**config.mk**
```make
export PLATFORM = sky130hd
export DESIGN_NAME = uart_alu_sequencer
export DESIGN_NICKNAME = d
export VERILOG_FILES = /design/src/rtl/uart_alu_sequencer_pkg.sv /design/src/rtl/uart_alu_sequencer_frame_timer.sv /design/src/rtl/uart_alu_sequencer.sv
export SDC_FILE = /design/constraint.sdc
export NUM_CORES = 1
export LEC_CHECK = 0
export ABC_CLOCK_PERIOD_IN_PS = 6800
export BUFFER_PORTS_ARGS = -buffer_cell sky130_fd_sc_hd__buf_2
export CORE_MARGIN = 3
export CORE_UTILIZATION = 55
export DETAILED_ROUTE_END_ITERATION = 6
export PLACE_DENSITY = 0.81
export SYNTH_ARGS = -nofsm -noshare
export SYNTH_HDL_FRONTEND = slang
export SYNTH_SLANG_ARGS = --single-unit
export TNS_END_PERCENT = 5
```
**constraint.sdc**
```tcl
create_clock -name i_clk -period 6.8 [get_ports i_clk]
set_clock_uncertainty 0.05 [all_clocks]
set_input_delay 0.34 -clock i_clk [delete_from_list [all_inputs] [get_ports i_clk]]
set_output_delay 0.34 -clock i_clk [all_outputs]
set_load 0.01 [all_outputs]
```
**src/rtl/uart_alu_sequencer_pkg.sv**
```systemverilog
// Shared constants for the UART/ALU frame sequencer: FSM state encodings and ALU opcodes.
package uart_alu_sequencer_pkg;

    localparam logic [2:0] S_WAIT_A   = 3'd0;
    localparam logic [2:0] S_WAIT_B   = 3'd1;
    localparam logic [2:0] S_WAIT_OP  = 3'd2;
    localparam logic [2:0] S_EXEC     = 3'd3;
    localparam logic [2:0] S_TX_START = 3'd4;
    localparam logic [2:0] S_TX_WAIT  = 3'd5;

    localparam logic [5:0] OP_ADD = 6'b100000;
    localparam logic [5:0] OP_SUB = 6'b100010;
    localparam logic [5:0] OP_AND = 6'b100100;
    localparam logic [5:0] OP_OR  = 6'b100101;
    localparam logic [5:0] OP_XOR = 6'b100110;
    localparam logic [5:0] OP_SRA = 6'b000011;
    localparam logic [5:0] OP_SRL = 6'b000010;
    localparam logic [5:0] OP_NOR = 6'b100111;

    // States in which an incoming byte cannot be accepted.
    function automatic logic is_busy_state(input logic [2:0] state);
        return (state == S_EXEC) || (state == S_TX_START) || (state == S_TX_WAIT);
    endfunction

endpackage

```
**src/rtl/uart_alu_sequencer_frame_timer.sv**
```systemverilog
// Inter-byte timer: counts enabled cycles since the last clear and flags the final allowed cycle.
module uart_alu_sequencer_frame_timer #(
    parameter int unsigned TIMEOUT_CYCLES = 100000,
    parameter int unsigned NB_TIMER       = 17
) (
    input  logic i_clk,
    input  logic i_reset,
    input  logic i_clear,
    input  logic i_enable,
    output logic o_expired
);

    localparam logic [NB_TIMER-1:0] LastCycle = NB_TIMER'(TIMEOUT_CYCLES - 1);

    logic [NB_TIMER-1:0] count_q, count_d;

    always_comb begin
        count_d = count_q;
        if (i_clear) begin
            count_d = '0;
        end else if (i_enable && (count_q != '1)) begin
            // Saturate instead of wrapping so a stuck enable can never re-arm a short timeout.
            count_d = count_q + 1'b1;
        end
    end

    always_ff @(posedge i_clk or posedge i_reset) begin
        if (i_reset) begin
            count_q <= '0;
        end else begin
            count_q <= count_d;
        end
    end

    assign o_expired = (count_q == LastCycle);

endmodule

```
**src/rtl/uart_alu_sequencer.sv**
```systemverilog
// Frame sequencer between UART RX/TX and an external combinational ALU: collects A, B and opcode
// bytes, presents registered operands, latches the result and hands it to UART TX.
module uart_alu_sequencer
    import uart_alu_sequencer_pkg::*;
#(
    parameter int unsigned NB_DATA        = 8,
    parameter int unsigned NB_CODE        = 6,
    parameter int unsigned TIMEOUT_CYCLES = 100000,
    parameter int unsigned NB_TIMER       = 17
) (
    input  logic               i_clk,
    input  logic               i_reset,
    input  logic               i_rx_done,
    input  logic [NB_DATA-1:0] i_rx_data,
    input  logic [NB_DATA-1:0] i_alu_result,
    input  logic               i_tx_done,
    output logic [NB_DATA-1:0] o_data_a,
    output logic [NB_DATA-1:0] o_data_b,
    output logic [NB_CODE-1:0] o_code,
    output logic               o_tx_start,
    output logic [NB_DATA-1:0] o_tx_data,
    output logic               o_busy,
    output logic               o_frame_err,
    output logic               o_overrun
);

    logic [2:0]         state_q, state_d;
    logic [NB_DATA-1:0] data_a_q, data_a_d;
    logic [NB_DATA-1:0] data_b_q, data_b_d;
    logic [NB_CODE-1:0] code_q, code_d;
    logic [NB_DATA-1:0] tx_data_q, tx_data_d;
    logic               tx_start_q, tx_start_d;
    logic               busy_q, busy_d;
    logic               frame_err_q, frame_err_d;
    logic               overrun_q, overrun_d;

    logic timer_clear;
    logic timer_enable;
    logic timer_expired;

    uart_alu_sequencer_frame_timer #(
        .TIMEOUT_CYCLES (TIMEOUT_CYCLES),
        .NB_TIMER       (NB_TIMER)
    ) u_frame_timer (
        .i_clk     (i_clk),
        .i_reset   (i_reset),
        .i_clear   (timer_clear),
        .i_enable  (timer_enable),
        .o_expired (timer_expired)
    );

    always_comb begin
        state_d      = state_q;
        data_a_d     = data_a_q;
        data_b_d     = data_b_q;
        code_d       = code_q;
        tx_data_d    = tx_data_q;
        frame_err_d  = 1'b0;
        overrun_d    = 1'b0;
        timer_clear  = 1'b0;
        timer_enable = 1'b0;

        case (state_q)
            S_WAIT_A: begin
                if (i_rx_done) begin
                    data_a_d    = i_rx_data;
                    timer_clear = 1'b1;
                    state_d     = S_WAIT_B;
                end
            end
            S_WAIT_B: begin
                // A byte arriving on the expiry cycle still counts as in time.
                if (i_rx_done) begin
                    data_b_d    = i_rx_data;
                    timer_clear = 1'b1;
                    state_d     = S_WAIT_OP;
                end else if (timer_expired) begin
                    frame_err_d = 1'b1;
                    timer_clear = 1'b1;
                    state_d     = S_WAIT_A;
                end else begin
                    timer_enable = 1'b1;
                end
            end
            S_WAIT_OP: begin
                if (i_rx_done) begin
                    code_d  = i_rx_data[NB_CODE-1:0];
                    state_d = S_EXEC;
                end else if (timer_expired) begin
                    frame_err_d = 1'b1;
                    timer_clear = 1'b1;
                    state_d     = S_WAIT_A;
                end else begin
                    timer_enable = 1'b1;
                end
            end
            S_EXEC: begin
                // Operands were registered on the previous edge, so the ALU output is settled.
                tx_data_d = i_alu_result;
                overrun_d = i_rx_done;
                state_d   = S_TX_START;
            end
            S_TX_START: begin
                overrun_d = i_rx_done;
                state_d   = S_TX_WAIT;
            end
            S_TX_WAIT: begin
                overrun_d = i_rx_done;
                if (i_tx_done) begin
                    state_d = S_WAIT_A;
                end
            end
            default: begin
                state_d     = S_WAIT_A;
                data_a_d    = '0;
                data_b_d    = '0;
                code_d      = '0;
                tx_data_d   = '0;
                timer_clear = 1'b1;
            end
        endcase

        tx_start_d = (state_d == S_TX_START);
        busy_d     = is_busy_state(state_d);
    end

    always_ff @(posedge i_clk or posedge i_reset) begin
        if (i_reset) begin
            state_q     <= S_WAIT_A;
            data_a_q    <= '0;
            data_b_q    <= '0;
            code_q      <= '0;
            tx_data_q   <= '0;
            tx_start_q  <= 1'b0;
            busy_q      <= 1'b0;
            frame_err_q <= 1'b0;
            overrun_q   <= 1'b0;
        end else begin
            state_q     <= state_d;
            data_a_q    <= data_a_d;
            data_b_q    <= data_b_d;
            code_q      <= code_d;
            tx_data_q   <= tx_data_d;
            tx_start_q  <= tx_start_d;
            busy_q      <= busy_d;
            frame_err_q <= frame_err_d;
            overrun_q   <= overrun_d;
        end
    end

    assign o_data_a    = data_a_q;
    assign o_data_b    = data_b_q;
    assign o_code      = code_q;
    assign o_tx_start  = tx_start_q;
    assign o_tx_data   = tx_data_q;
    assign o_busy      = busy_q;
    assign o_frame_err = frame_err_q;
    assign o_overrun   = overrun_q;

endmodule

```
==> metrics, run 1 <==
outcome=complete, no violations; maximum clock rate=~0.36 GHz; critical path launch point type=flip-flop; Clk Tree Root Cell=clkbuf_8; setup ws final=~4.0 ns; site row count=24; number of top-level design ports=54; Die Outline Area=5570 um2; vertical die dimension=74.6 um; max-capacitance violation count=0; instance count of the mapped netlist=262; post-route clock period utilization=41.1%; Yosys warning count=0; global placer's final weighted congestion=~0.88; portion of the post-synthesis area used by sequential elements=52.1%; required arrival time at the worst endpoint=6.97 ns; multiplexer fraction of the synthesized cell area=about 1.2%; worst-case headroom to the max-slew limit=17.3%; pre-CTS setup slack=3.92 ns; initial antenna violation count=0; top cell type's share of synthesized area=52.1%; Cell Area, Synth=2590 um2; unrepaired setup endpoints after global routing=false; violation count after the first detailed-routing iteration=201; post-layout net count=roughly 330; final setup vio count=0; leading cell types in the layout, fill and taps excluded=dfrtp_1, buf_2, nand2_1; number of nets in the synthesized netlist=~280; TritonCTS clock tree=done; clock latency at the later pin of the worst-skew pair=approximately 0.3 ns; # clock sinks=54; final worst path period need=2.79 ns; WL per Instance=15.9 um; number of max-slew violations in the final report=0; fill cell count=358; cells on worst reg2reg path=10; transition time at the pin with the least slew margin=1.24 ns; TritonCTS Buffers=5; placed cell count=about 350; number of unique standard cell types used by synthesis=47; combined flip-flop and latch cell area=1350 um2; compound-gate portion of the synthesized area=20.3%; xor/xnor cell area share of the yosys netlist=2.37%; worst IR drop on VDD=around 270 uV; class of the most critical hold timing path=primary input to flip-flop; vias in the first global route=1969; flops & latches, synth=54; IO Port Bufs=53; global-route wire length before repair=approximately 9.2 mm; commonest non-fill, non-tap cell in the layout=dfrtp_1; clk slew on worst S/H paths=0.09 ns; critical path class=flip-flop to flip-flop; hold path depth=2; adder-cell share of the synthesized area=less than 1%; post-route cell area=2980 um2; fraction of layout cells with a size suffix above 1=between 20% and 30%; Post-Route Utilization=66.9%; power density over the cells=406 nW/um2; antenna cell count=0; initial core utilization=between 50 and 60%; residual antenna-violating net count after detailed routing=0; footprint of the multi-input gates=1150 um2; Pre-Repair DR Iteration Count=5; deepest clock path buffer count=2; Die Width=74.6 um; global route overflow=0; pin count of the biggest net entering global routing=55; Post CTS Setup Buffer Count=0; signed area change from the synthesized netlist to the final layout=14.8%; Post-synth EDFFs=0; CTS Hold Bufs=0; Synth area leader=dfrtp_1; via count normalized by instance count=5.89; post-layout instance count excluding filler cells=between 300 and 400; Worst Path Arrival=around 3.0 ns; final hold viol count=0; aggregate global-route resource usage=21.6%; maximum level of the CTS H-tree=2; largest family of logic cells by synthesized area=compound AO/OA/AOI/OAI gates; average cell area after synthesis=about 10 um2; Core ar.=4440 um2; dominant synthesized flop cell=dfrtp_1; Critical Path End Type=flip-flop; Static Leak=1.36 nW; simple-gate share of the synthesized area=19.5%; quantity of gates resized following cts=0; top cells by area in the synthesized netlist=dfrtp_1, o21ai_0, nand2_1, a22oi_1, a22o_1; DP Area=2860 um2; vias after detailed routing=about 2100; post-route DRC violation count=0; Detailed Route WL=5.72 mm; detailed-placement wirelength estimate=~3.9 mm; Fin Setup TNS=0 ns; Crit Path Max Fanout=18; asr flop ratio synth=100%
-- cells by family after synthesis --
group / after synthesis
simple gates: 95
compound gates: 80
flops: 54
buf+inv: 21
xor+xnor: 7
mux: 3
fa+ha+maj: 2
-- cell usage after synthesis, types with 4 or more instances --
master    number
clkbuf_1       7
xnor2_1        5
nand3_1        7
a22o_1        12
nor2_1        17
inv_1          7
nor2b_1        9
nand2_1       29
o21ai_0       24
a21oi_1       14
a22oi_1       14
dfrtp_1       54
nor3_1         4
nand4_1        4
buf_2          5
or3_1          6
-- per-layer routing --
metal / vias to the layer above / share of wire [%] / routed length (um) / global-route usage [%]
li1: 1032 / - / - / -
met3: 6 / 5.2 / 300 / 3.74
met5: - / 0 / 0 / 0
met2: 68 / 49 / 2780 / 34.0
met1: 1021 / 45 / 2580 / 31.1
met4: 0 / 1.1 / 63 / 6.32
-- critical path, stage by stage (launching register included) --
cell and delay (ns):
dfrtp_1 0.42, ha_1 0.26, nand4_1 0.13, or3_1 0.21, nor3_1 0.07, ha_1 0.17
or3_4 0.35, nor2_4 0.11, o21ai_2 0.21, or4_1 0.57, a21oi_1 0.16
-- where the power goes --
part	leakage, nW	internal [mW]	total (mW)	switching (mW)
Combinational	0.588	0.187	0.488	0.301
Clock	0.0573	0.118	0.216	0.0978
Sequential	0.709	0.419	0.505	0.0857
Total	1.36	0.725	1.21	0.485
-- final timing paths --
| path | end | slack, ns | start |
|---|---|---|---|
| setup / recovery | u_frame_timer.count_q[13] | 4.01 | u_frame_timer.count_q[0] |
| hold / removal | o_tx_data[1] | 0.21 | i_alu_result[1] |
| setup reg to reg | u_frame_timer.count_q[13] | 4.01 | u_frame_timer.count_q[0] |
| hold reg to reg | o_tx_data[6] | 0.45 | o_tx_data[6] |
| max in group asynchronous | o_tx_data[5] | 5.76 | i_reset |
| min in group asynchronous | o_busy | 0.27 | i_reset |
-- flip-flops by register name, summed over array words and instances (netlist names) --
signal	count
u_frame_timer.count_q	17
o_data_a	8
o_data_b	8
o_tx_data	8
o_code	6
state_q	3
o_busy	1
o_frame_err	1
o_overrun	1
o_tx_start	1
-- layout make-up --
type	instances	area share, %
Clock buffer	6	2.78
Clock inverter	1	1.01
Inverter	7	0.883
Multi-Input combinational cell	187	38.6
Sequential cell	54	45.4
Tap cell	52	2.19
Timing Repair Buffer	54	9.17
-- through the flow --
step,hold WS (ns),power (mW)
global placement,0.429,0.985
finish,0.209,1.21
detailed placement,0.429,1.00
global route,0.212,1.29
floorplan,0.430,0.840
CTS,0.208,1.21
(Power assumes the default switching activity.)
==> run 2: changes to the inputs <==
--- a/config.mk
+++ b/config.mk
@@ -5,12 +5,12 @@
 export SDC_FILE = /design/constraint.sdc
 export NUM_CORES = 1
 export LEC_CHECK = 0
-export ABC_CLOCK_PERIOD_IN_PS = 6800
+export ABC_CLOCK_PERIOD_IN_PS = 2800
 export BUFFER_PORTS_ARGS = -buffer_cell sky130_fd_sc_hd__buf_2
 export CORE_MARGIN = 3
-export CORE_UTILIZATION = 55
+export CORE_UTILIZATION = 54
 export DETAILED_ROUTE_END_ITERATION = 6
-export PLACE_DENSITY = 0.81
+export PLACE_DENSITY = 0.8
 export SYNTH_ARGS = -nofsm -noshare
 export SYNTH_HDL_FRONTEND = slang
 export SYNTH_SLANG_ARGS = --single-unit
==> constraint.sdc (replaced) <==
create_clock -name i_clk -period 2.8 [get_ports i_clk]
set_clock_uncertainty 0.05 [all_clocks]
set_input_delay 0.14 -clock i_clk [delete_from_list [all_inputs] [get_ports i_clk]]
set_output_delay 0.14 -clock i_clk [all_outputs]
set_load 0.01 [all_outputs]
==> run 2 against run 1 <==
  * Final area rose by 3.1%
  * Non-clock buffer count rose by 10
  * Combinational power rose to 2.7 times the previous value
  * Worst hold slack got worse by 0.21 ns
  * Wire length fell by 2.3%
  * Largest power group is now combinational cells
  * Sequential power rose by 130%
  * Register-to-register slack got worse by 3.8 ns
  * Global-route usage fell by 0.69 points
  * Critical path type unchanged
  * Core utilization rose by 1.1 points
  * Clock power rose by 150%
==> metrics, run 2 (same netlist as run 1, synthesis figures left out) <==
DP Area=2890 um2 (+1.0%); violation count after the first detailed-routing iteration=205 (+2.0%); post-route cell area=3070 um2 (+3.1%); deepest clock path buffer count=2 (unchanged); placed cell count=358 (+1.1%); TritonCTS Buffers=5 (unchanged); worst-case headroom to the max-slew limit=56.5% (+39 points); Reg with most FFs=u_frame_timer.count_q; critical path class=flip-flop to flip-flop; detailed-placement wirelength estimate=3.85 mm (-1.1%); TritonCTS clock tree=done; number of max-slew violations in the final report=0 (unchanged); via count normalized by instance count=5.85 (-0.63%); cell with the biggest individual delay on the critical path=dfrtp_1; aggregate global-route resource usage=20.9% (-0.69 points); final hold viol count=0 (unchanged); post-route clock period utilization=93.6% (+53 points); Fin Setup TNS=0 ns (unchanged); Max stage delay on crit path=0.42 ns (-0.15 ns); maximum level of the CTS H-tree=2 (unchanged); CP bufs+invs=1 (+1); minimum setup slack among reg-to-reg paths=0.18 ns (-3.83 ns); Core ar.=4500 um2 (+1.4%); setup ws final=0.179 ns (-3.83 ns); WL per Instance=15.0 um (-5.2%); family of cells with the greatest summed delay on the critical path=simple AND/OR/NAND/NOR gates; # clock sinks=54 (unchanged); power density over the cells=991 nW/um2 (+140%); number of top-level design ports=54 (unchanged); class of the most critical hold timing path=primary input to flip-flop; residual antenna-violating net count after detailed routing=0 (unchanged); origin of the critical flop-to-flop path=u_frame_timer.count_q[0]; site row count=24 (unchanged); fraction of layout cells with a size suffix above 1=25.0% (+2.0 points); outcome=complete, no violations; pin count of the biggest net entering global routing=39 (-29%); Static Leak=1.40 nW (+3.6%); clk slew on worst S/H paths=0.10 ns (about the same); vias in the first global route=1940 (-1.5%); Detailed Route WL=5.59 mm (-2.3%); signed area change from the synthesized netlist to the final layout=18.3%; post-layout instance count excluding filler cells=372 (+3.0%); Critical Path End Type=flip-flop; Crit Path Max Fanout=11 (-7); leading cell types in the layout, fill and taps excluded=dfrtp_1, buf_2, nand2_1; pre-CTS setup slack=0.154 ns (-3.77 ns); final worst path period need=2.62 ns (-0.173 ns); vias after detailed routing=2178 (+2.4%); initial core utilization=57.5% (-0.78 points); maximum clock rate=0.382 GHz (+6.6%); transition time at the pin with the least slew margin=0.653 ns (-0.587 ns); required arrival time at the worst endpoint=2.99 ns (-3.98 ns); clock latency at the later pin of the worst-skew pair=0.32 ns (+0.02 ns); commonest non-fill, non-tap cell in the layout=dfrtp_1; Die Outline Area=5670 um2 (+1.7%); crit path from=u_frame_timer.count_q[0]; max-capacitance violation count=0 (unchanged); Pre-Repair DR Iteration Count=4 (-1); Worst Min Path Start=i_alu_result[5]; Critical Path, Cell by Cell=ha_1 -> nand4_1 -> or3_1 -> nor3_1 -> ha_1 -> or3_4 -> nor2_4 -> o21ai_4 -> buf_4 -> or3_1 -> a21oi_1; post-route DRC violation count=0 (unchanged); critical path launch point type=flip-flop; IO Port Bufs=53 (unchanged); global route overflow=0 (unchanged); vertical die dimension=75.3 um (+0.84%); worst IR drop on VDD=570 uV (+110%); global placer's final weighted congestion=0.878 (+0.27%); final setup vio count=0 (unchanged); global-route wire length before repair=9.07 mm (-1.3%); number of flip-flops under the largest register name=17 (unchanged); unrepaired setup endpoints after global routing=false; Die Width=75.3 um (+0.84%); fill cell count=363 (+1.4%); antenna cell count=0 (unchanged); Worst Path Arrival=2.82 ns (-0.14 ns); initial antenna violation count=0 (unchanged); Clk Tree Root Cell=clkbuf_8; post-layout net count=341 (+3.0%)
-- run 2: cell types whose count changed in the layout (fill, tap and decap cells not counted) --
| cell | previous run | this run |
|---|---|---|
| o21ai_4 | 0 | 1 |
| clkbuf_8 | 6 | 5 |
| buf_4 | 1 | 9 |
| o21ai_2 | 1 | 0 |
| dlygate4sd3_1 | 0 | 2 |
| inv_6 | 0 | 2 |
-- run 2: layer usage --
layer / share of wire, % / GRT usage, % / wire, um / vias up
li1: - / - / - / 1057
met2: 47 / 32.4 / 2610 / 68
met4: 1.2 / 6.02 / 68 / 0
met1: 46 / 29.6 / 2600 / 1047
met3: 5.7 / 4.67 / 316 / 6
met5: 0 / 0 / 0 / -
-- run 2: through the flow --
| step | hold WS, ns | total power [mW] | util (%) |
|---|---|---|---|
| 2_1_floorplan | 0.230 | 2.04 | - |
| 3_3_place_gp | 0.0809 | 2.42 | 64.2 |
| 3_5_place_dp | 0.0866 | 2.46 | 64.2 |
| 4_1_cts | 0.00194 | 3.01 | 67.3 |
| 5_1_grt | 0.000244 | 3.28 | 68.1 |
| 6_report | 0.00365 | 3.04 | 68.1 |
-- run 2: cell type report --
cell class | instances | area [um2] | share of cell area, %
clock buffer | 5 | 68.8 | 2.24
clock inverter | 3 | 47.5 | 1.55
inverter | 7 | 26.3 | 0.857
multi-input combinational | 187 | 1150 | 37.7
sequential | 54 | 1350 | 44.1
tap | 52 | 65.1 | 2.12
timing repair buffer | 64 | 353 | 11.5
-- run 2: final timing paths --
check	to	cells past startpoint
worst min-delay path	o_tx_data[5]	2
max in group asynchronous	u_frame_timer.count_q[16]	4
worst max-delay path	u_frame_timer.count_q[12]	11
min in group asynchronous	u_frame_timer.count_q[0]	3
worst min register to register	o_tx_data[5]	1
worst max register to register	u_frame_timer.count_q[12]	11
-- run 2: report_power, final --
part	internal, mW	total, mW	switching (mW)
Clock	0.273	0.538	0.265
Sequential	1.02	1.18	0.159
Combinational	0.527	1.32	0.797
-- run 2: repair_timing --
action	4_1_cts	5_1_grt
gates resized for setup	0	1
hold buffers	2	0
setup buffers	0	4
endpoints found under the hold margin	18	0
setup endpoints to repair	0	3
-- run 2: worst reg2reg max path, cell delays in order, from the launching register on --
cell	delay (ns)
dfrtp_1	0.42
ha_1	0.24
nand4_1	0.12
or3_1	0.18
nor3_1	0.07
ha_1	0.18
or3_4	0.36
nor2_4	0.13
o21ai_4	0.12
buf_4	0.17
or3_1	0.35
a21oi_1	0.16
==> run 3: changes to the inputs <==
--- a/config.mk
+++ b/config.mk
@@ -7,10 +7,12 @@
 export LEC_CHECK = 0
 export ABC_CLOCK_PERIOD_IN_PS = 2800
 export BUFFER_PORTS_ARGS = -buffer_cell sky130_fd_sc_hd__buf_2
+export CORE_ASPECT_RATIO = 2
 export CORE_MARGIN = 3
 export CORE_UTILIZATION = 54
 export DETAILED_ROUTE_END_ITERATION = 6
 export PLACE_DENSITY = 0.8
+export SKIP_CTS_REPAIR_TIMING = 1
 export SYNTH_ARGS = -nofsm -noshare
 export SYNTH_HDL_FRONTEND = slang
 export SYNTH_SLANG_ARGS = --single-unit
==> run 3 against run 2 <==
  * Final area decreased by 1.5%
  * Sequential power about the same
  * Final cell count unchanged
  * Clock-buffer cell count increased by 2
  * Setup slack got worse by 0.023 ns
  * Worst hold slack improved by 0.0077 ns
  * Total power decreased by 3.5%
  * Via count increased by 1.8%
  * Critical path type unchanged
  * Highest routed layer unchanged
==> metrics, run 3 (same netlist as run 1, synthesis figures left out) <==
outcome=complete, no violations; cell with the biggest individual delay on the critical path=or4_1; required arrival time at the worst endpoint=2.99 ns (about the same); Critical Path End Type=flip-flop; number of stages on the worst setup path=10 (-1); pin count of the biggest net entering global routing=39 (unchanged); fraction of layout cells with a size suffix above 1=24.3% (-0.71 points); Max stage delay on crit path=0.52 ns (+0.10 ns); via count normalized by instance count=5.96 (+1.8%); max-capacitance violation count=0 (unchanged); CP bufs+invs=0 (-1); Fin Setup TNS=0 ns (unchanged); critical path launch point type=flip-flop; Static Leak=1.38 nW (-1.7%); Detailed Route WL=6.08 mm (+8.8%); final hold viol count=0 (unchanged); global-route track usage on met2=39.5% (+7.1 points); cells on worst reg2reg path=10 (-1); critical path class=flip-flop to flip-flop; transition time at the pin with the least slew margin=0.684 ns (+0.0319 ns); maximum clock rate=0.378 GHz (-0.87%); TritonCTS Buffers=5 (unchanged); global routing usage on met3=2.87% (-1.8 points); Die Width=55.0 um (-27%); Clk Tree Root Cell=clkbuf_8; number of top-level design ports=54 (unchanged); most prevalent standard cell on the critical path=ha_1; family of cells with the greatest summed delay on the critical path=simple AND/OR/NAND/NOR gates; vias in the first global route=2177 (+12%); most used routing layer=met2; vias after detailed routing=2218 (+1.8%); final hold slack=0.0113 ns (+0.00765 ns); commonest non-fill, non-tap cell in the layout=dfrtp_1; Pre-Repair DR Iteration Count=4 (unchanged); deepest clock path buffer count=2 (unchanged); unrepaired setup endpoints after global routing=false; post-route clock period utilization=94.4% (+0.83 points); Worst Path Arrival=2.83 ns (about the same); IO Port Bufs=53 (unchanged); clock latency at the later pin of the worst-skew pair=0.31 ns (about the same); TritonCTS clock tree=done; Critical Path, Cell by Cell=ha_1 -> nand4_1 -> or3_1 -> nor3_1 -> ha_1 -> or3_4 -> nor2_4 -> o21ai_4 -> or4_1 -> a21oi_1; Core ar.=4640 um2 (+3.1%); maximum level of the CTS H-tree=2 (unchanged); Reg with most FFs=u_frame_timer.count_q; site row count=35 (+46%); class of the most critical hold timing path=primary input to flip-flop; number of max-slew violations in the final report=0 (unchanged); antenna cell count=0 (unchanged); detailed-placement wirelength estimate=4.47 mm (+16%); aggregate global-route resource usage=23.5% (+2.6 points); initial antenna violation count=0 (unchanged); post-layout net count=338 (-0.88%); initial core utilization=55.8% (-1.7 points); residual antenna-violating net count after detailed routing=0 (unchanged); global-route met1 utilization=28.2% (-1.4 points); violation count after the first detailed-routing iteration=67 (-67%); final worst path period need=2.64 ns (+0.0231 ns); # clock sinks=54 (unchanged); Crit Path Max Fanout=18 (+7); worst-case headroom to the max-slew limit=54.3% (-2.2 points); worst IR drop on VDD=598 uV (+4.9%); clk slew on worst S/H paths=0.10 ns (about the same); hold path depth=2 (unchanged); fill cell count=415 (+14%); power density over the cells=971 nW/um2 (-2.1%); number of flip-flops under the largest register name=17 (unchanged); global-route wire length before repair=10.1 mm (+11%); Die Outline Area=5720 um2 (+0.89%); vertical die dimension=104 um (+38%); final setup vio count=0 (unchanged); post-route DRC violation count=0 (unchanged); signed area change from the synthesized netlist to the final layout=16.6%; leading cell types in the layout, fill and taps excluded=dfrtp_1, buf_2, nand2_1; global route overflow=0 (unchanged); global placer's final weighted congestion=0.850 (-3.2%); WL per Instance=16.3 um (+8.8%)
==> run 3: changes by cell type in the layout (fill, tap and decap cells not counted), sizes merged <==
cell	change
dlygate4sd3	-1
buf	-2
clkinv	+1
clkbuf	+2
bufinv	-1
inv	-2
==> run 3: worst paths after layout <==
check                      slack (ns)                      from                         to
max                              0.16  u_frame_timer.count_q[0]  u_frame_timer.count_q[11]
min                              0.01           i_alu_result[1]               o_tx_data[1]
max reg2reg                      0.16  u_frame_timer.count_q[0]  u_frame_timer.count_q[11]
min reg2reg                      0.45              o_tx_data[4]               o_tx_data[4]
max in group asynchronous        1.60                   i_reset                o_data_b[5]
min in group asynchronous        0.43                   i_reset               o_tx_data[1]
==> run 3: metal layers <==
metal	wire length [um]	vias up	part of all wire, %
li1	-	1053	-
met1	2280	1072	37
met2	3380	75	56
met3	201	18	3.3
met4	225	0	3.7
met5	0	-	0
==> run 3: final cells by class <==
| class | count | area, um2 | area share [%] |
|---|---|---|---|
| well taps | 55 | 68.8 | 2.28 |
| clock buffers | 7 | 86.3 | 2.86 |
| clock inverters | 1 | 5.00 | 0.166 |
| repair buffers | 61 | 328 | 10.9 |
| multi-input cells | 187 | 1150 | 38.2 |
| inverters | 7 | 26.3 | 0.870 |
| flip-flops and latches | 54 | 1350 | 44.7 |
==> run 3: worst register-to-register path: stages, from the launching register on <==
cell	delay, ns
dfrtp_1	0.41
ha_1	0.24
nand4_1	0.13
or3_1	0.18
nor3_1	0.06
ha_1	0.18
or3_4	0.35
nor2_4	0.12
o21ai_4	0.15
or4_1	0.52
a21oi_1	0.17
==> run 3: report_power, final <==
part | switching [mW] | internal [mW] | total (mW) | leakage, nW
combinational | 0.796 | 0.502 | 1.30 | 0.623
clock | 0.250 | 0.200 | 0.450 | 0.0482
sequential | 0.164 | 1.02 | 1.18 | 0.709
==> run 3: per-stage QoR <==
stage / instance area [um2] / util (%) / cells / power (mW) / worst slack (ns)
after floorplan: 2590 / - / 262 / 2.04 / 0.446
after global placement: 2910 / 62.7 / 363 / 2.46 / 0.225
after detailed placement: 2910 / 62.7 / 363 / 2.50 / 0.137
after CTS: 3000 / 64.7 / 371 / 2.94 / 0.105
after global routing: 3020 / 65.1 / 372 / 3.15 / 0.0373
final: 3020 / 65.1 / 372 / 2.93 / 0.156
